`config.mk`:
```
export PLATFORM = sky130hd
export DESIGN_NAME = stage_buffer
export DESIGN_NICKNAME = d
export VERILOG_FILES = /design/src/rtl/stage_buffer_pkg.sv /design/src/rtl/stage_buffer.sv
export SDC_FILE = /design/constraint.sdc
export NUM_CORES = 1
export LEC_CHECK = 0
export ABC_AREA = 1
export CAP_MARGIN = 20
export CORE_ASPECT_RATIO = 2
export CORE_MARGIN = 4
export CORE_UTILIZATION = 40
export CTS_CLUSTER_SIZE = 8
export DETAILED_ROUTE_END_ITERATION = 7
export PLACE_DENSITY = 0.68
export SYNTH_ARGS = -nofsm -noshare
export SYNTH_HDL_FRONTEND = slang
export SYNTH_SLANG_ARGS = --single-unit
```
`constraint.sdc`:
```
create_clock -name clk -period 13.96 [get_ports clk]
set_input_delay 1.396 -clock clk [delete_from_list [all_inputs] [get_ports clk]]
set_output_delay 1.396 -clock clk [all_outputs]
set_load 0.05 [all_outputs]
```
`src/rtl/stage_buffer_pkg.sv`:
```
// Shared definitions for the pipeline-stage elastic buffers of the riviera core.
// Provides the default depth, the IF->ID payload width and a debug statistics bundle.
package stage_buffer_pkg;

    localparam int RNG_64 = 64;
    localparam int RNG_32 = 32;

    localparam int STAGE_BUF_DEPTH = 2;
    // Fetch hand-off payload: program counter followed by the instruction word.
    localparam int IFID_PAYLOAD_W = RNG_64 + RNG_32;

    typedef struct packed {
        logic [15:0] stall_cnt;
        logic [4:0]  count;
    } stage_buf_stats_t;

endpackage

```
`src/rtl/stage_buffer.sv`:
```
// Elastic valid/ready buffer between two pipeline stages, with flush, an optional
// empty-buffer bypass and a saturating consumer-stall counter for debug.
module stage_buffer
    import stage_buffer_pkg::*;
#(
    parameter int WIDTH   = IFID_PAYLOAD_W,
    parameter int DEPTH   = STAGE_BUF_DEPTH,
    parameter int BYPASS  = 0,
    parameter int STALL_W = 16
) (
    input  logic                       clk,
    input  logic                       rst_n,
    input  logic                       i_valid,
    output logic                       o_ready,
    input  logic [WIDTH-1:0]           i_data,
    output logic                       o_valid,
    input  logic                       i_ready,
    output logic [WIDTH-1:0]           o_data,
    input  logic                       i_flush,
    input  logic                       i_clr_stats,
    output logic [$clog2(DEPTH+1)-1:0] o_count,
    output logic [STALL_W-1:0]         o_stall_cnt
);

    localparam int   PTR_W  = $clog2(DEPTH);
    localparam int   CNT_W  = $clog2(DEPTH+1);
    localparam logic BYP_EN = (BYPASS != 0);

    generate
        if ((DEPTH < 2) || (DEPTH > 16) || ((DEPTH & (DEPTH - 1)) != 0)) begin : g_bad_depth
            $error("stage_buffer: DEPTH must be a power of two in 2..16");
        end
    endgenerate

    logic [WIDTH-1:0]   mem_q [DEPTH];
    logic [PTR_W-1:0]   rd_ptr_q, rd_ptr_d;
    logic [PTR_W-1:0]   wr_ptr_q, wr_ptr_d;
    logic [CNT_W-1:0]   count_q, count_d;
    logic [STALL_W-1:0] stall_q, stall_d;

    logic empty;
    logic full;
    logic bypass_taken;
    logic push;
    logic pop;

    assign empty        = (count_q == '0);
    assign full         = (count_q == CNT_W'(DEPTH));
    assign o_ready      = !full;
    assign bypass_taken = BYP_EN & empty & i_valid & i_ready & !i_flush;
    assign push         = i_valid & o_ready & !i_flush & !bypass_taken;
    assign o_valid      = (!empty | (BYP_EN & i_valid)) & !i_flush;
    assign pop          = o_valid & i_ready & !i_flush & !empty;
    assign o_data       = (BYP_EN && empty) ? i_data : mem_q[rd_ptr_q];
    assign o_count      = count_q;
    assign o_stall_cnt  = stall_q;

    // Pointers wrap naturally because DEPTH is a power of two.
    always_comb begin
        rd_ptr_d = rd_ptr_q;
        wr_ptr_d = wr_ptr_q;
        count_d  = count_q;
        if (i_flush) begin
            rd_ptr_d = '0;
            wr_ptr_d = '0;
            count_d  = '0;
        end else begin
            if (push) wr_ptr_d = wr_ptr_q + PTR_W'(1);
            if (pop)  rd_ptr_d = rd_ptr_q + PTR_W'(1);
            case ({push, pop})
                2'b10:   count_d = count_q + CNT_W'(1);
                2'b01:   count_d = count_q - CNT_W'(1);
                default: count_d = count_q;
            endcase
        end
    end

    always_comb begin
        stall_d = stall_q;
        if (i_clr_stats) begin
            stall_d = '0;
        end else if (o_valid && !i_ready && (stall_q != '1)) begin
            stall_d = stall_q + STALL_W'(1);
        end
    end

    always_ff @(posedge clk or negedge rst_n) begin
        if (!rst_n) begin
            rd_ptr_q <= '0;
            wr_ptr_q <= '0;
            count_q  <= '0;
            stall_q  <= '0;
        end else begin
            rd_ptr_q <= rd_ptr_d;
            wr_ptr_q <= wr_ptr_d;
            count_q  <= count_d;
            stall_q  <= stall_d;
        end
    end

    // Payload storage is deliberately left unreset; only the control state is.
    always_ff @(posedge clk) begin
        if (push) begin
            mem_q[wr_ptr_q] <= i_data;
        end
    end

endmodule

```
==> impl_metrics.toml <==
[routing]
drc = 0
first_pass_iters = 4
ant_nets = 0
routedWlPerCell_um = 19.75
drt_iter0_drc = 215
num_vias = 4945
met1_length_mm = 6.177
wl_met2_mm = 11.85
top_layer_used = "met4"
vias_per_cell = 4.901
wl_met3_mm = 1.297
wirelength_mm = 19.93

[global_route]
grt_overflow_total = 0
grtUsageTotal_pct = 17.09
antenna_found_initial = 1
grt_max_degree = 62
grt_first_pass_wirelength_mm = 29.57
grt_pass1_vias = 5405

[critical_path]
critPathLaunchType = "flip-flop"
criticalPathCategory = "reg2out"
critPathMaxFanout = 61
cp-end-kind = "output port"
critPathMaxStageDelay_ns = 0.75
cp_cell_sequence = "buf_4 -> mux2_2 -> clkdlybuf4s50_1"
crit_buf_inv = 2
r2r-start = "o_count[0]"
cpMaxStageDelayCell = "dfrtp_4"
required_ns = 12.56
critical_path.startpoint = "rd_ptr_q"
crit_arrival_ns = 3.23
crit_family = "buffers and inverters"

[pwr]
p_seq_share_pct = 37.5
leakage_nw = 4.010
p_int_mw = 1.407
irDropWorstVdd_mv = 0.1382
power_density_nw_per_um2 = 179.5
p_switching_uw = 669.3
power.share.clock_pct = 32.6
swShare_pct = 32.24
power_frac_comb_pct = 29.9

[sta]
setup_viol = 0
grt_setup_unrepaired = "no"
min_period_ns = 4.622
hold_viol = 0
slew_headroom_pct = 33.71
drv_slew = 0
worst_slew_pin_slew_ns = 0.9912
timing.final.crit_share_pct = 33.11
max_freq_mhz = 216.4
skew_ns = 0.01329
setup-tns-final_ns = 0

[clock_network]
tritoncts = "done"
clock-sinks = 212
numCtsBuffers = 30
postCtsResizedCells = 0
clk_latency_ns = 0.53
ctsHtreeMaxLevel = 1
hold_buffers = 0
postCtsSetupBuffers = 0
clk_path_buf_depth = 3
cts-root-buf = "clkbuf_16"
clk_pin_slew_ns = 0.05

[placed_design]
placed_area_sq_um = 10630
portBuffers = 217
globalplace.congestion = 0.8625
hpwl_mm = 13.86

[logic_synthesis]
synth_cell_types = 23
ys_seq_area_share_pct = 76.74
ys_ff_latch = 212
synth_edf_count = 192
synth_ff_type = "edfxtp_1"
avgSynthCellArea_sq_um = 16.94
synth_fp_nets = 585
yosys_warnings = 0
synthArstFlopShare_pct = 9.434
synthCells = 482
synthesis.area_sq_um = 8165

[layout]
num-fill-cells = 1565
utilization_pct = 57.83
design_area_sq_um = 11570
nNetsFinal = 825
area_delta_synth_final_pct = 41.66
drive_above_1_share_pct = 19.17

[min_path]
hold_class = "reg2reg"
worstHoldStart = "o_count[1]"

[die]
die_h_um = 210.1
start_util_pct = 40.82
die_w_um = 109.0
dieArea_sq_um = 22900
core-area_sq_um = 20000
rows = 73
ios = 218

[flow_run]
cap_viol_max_count = 0

[run_status]
status = "finished clean"
## worst register-to-register path, stage by stage (launching register included)
cell	delay, ns
dfrtp_1	0.39
inv_1	0.11
nand2_1	0.17
nand3_1	0.20
nor2_4	0.28
buf_4	0.71
## registers in the layout (all words and copies together), names as in the netlist
name,count
rd_ptr_q,1
mem_q,192
o_stall_cnt,16
o_count,2
wr_ptr_q,1
## metrics by stage
stage,setup WS [ns],power (mW),std cells,hold WS (ns)
floorplan,7.795,1.203,482,0.5214
global placement,9.687,1.406,950,0.5074
detailed placement,9.560,1.415,950,0.5556
CTS,9.269,2.100,1006,0.5652
global route,9.195,2.149,1009,0.5945
finish,9.338,2.076,1009,0.5637
## cells in the final DEF (no fill, tap or decap), drive strengths merged
| cell | synthesis | routed |
|---|---|---|
| clkdlybuf4s50 | 0 | 217 |
| edfxtp | 192 | 192 |
| mux2 | 96 | 96 |
| nand2 | 77 | 77 |
| clkbuf | 1 | 55 |
| nor2 | 25 | 25 |
| dfrtp | 20 | 20 |
| inv | 15 | 15 |
| nand4 | 13 | 13 |
| nand3 | 10 | 10 |
| xor2 | 5 | 5 |
| o21ai | 5 | 5 |
| o21bai | 5 | 5 |
| buf | 13 | 5 |
| a21oi | 2 | 2 |
| diode | 0 | 1 |
| or2 | 1 | 1 |
| xnor2 | 1 | 1 |
| ha | 1 | 1 |
| bufinv | 0 | 1 |
## path summary, 6_finish.rpt
kind,slack [ns],end,cells past startpoint
max,9.34,o_data[31],3
max in group asynchronous,11.83,rd_ptr_q,1
min,0.56,o_count[1],2
min in group asynchronous,1.42,wr_ptr_q,1
min reg2reg,0.56,o_count[1],2
max reg2reg,11.69,mem_q[1][94],5
## routing by layer
metal,vias up,track usage (%)
li1,2287,-
met1,2440,15.75
met2,179,34.16
met4,0,6.757
met3,39,4.045
met5,-,0
## cells in the mapped netlist (2+ instances only)
cell | count | area share, %
inv_1 | 15 | 0.69
nand3_1 | 10 | 0.61
edfxtp_1 | 192 | 71
o21ai_0 | 5 | 0.31
nor2_4 | 2 | 0.28
nand2_1 | 75 | 3.4
dfrtp_1 | 20 | 6.1
nor2_1 | 22 | 1.0
buf_2 | 11 | 0.67
mux2_2 | 96 | 13
o21bai_1 | 5 | 0.46
nand4_1 | 13 | 1.0
nand2_2 | 2 | 0.15
xor2_1 | 5 | 0.54
## logic make-up (layout without fill, tap and decap cells)
kind of cell / count (synthesis) / after routing / share of synthesized area (%)
AOI/OAI and AO/OA: 12 / 12 / 0.9347
xor gates and xnor gates: 6 / 6 / 0.6436
adders and majority gates: 1 / 1 / 0.1532
buffers and inverters: 29 / 293 / 1.639
DFF: 212 / 212 / 76.74
muxes: 96 / 96 / 13.24
other: 0 / 1 / 0
and+or+nand+nor: 126 / 126 / 6.650
## power groups by stage
stage / clock, mW / combinational (mW) / sequential (mW)
6_report: 0.676 / 0.621 / 0.779
5_1_grt: 0.720 / 0.646 / 0.784
4_1_cts: 0.695 / 0.625 / 0.780
3_5_place_dp: 0 / 0.623 / 0.792
3_3_place_gp: 0 / 0.618 / 0.788
2_1_floorplan: 0 / 0.412 / 0.791
## area by class of cell
type / instances / area [sq um] / area share, %
well taps: 262 / 327.8 / 2.834
diodes: 1 / 2.502 / 0.02163
clock buffers: 55 / 865.8 / 7.485
clock inverters: 1 / 30.03 / 0.2596
multi-input cells: 241 / 1780 / 15.39
inverters: 15 / 56.30 / 0.4868
repair buffers: 222 / 2235 / 19.32
flip-flops and latches: 212 / 6270 / 54.20
(Power assumes the default switching activity.)
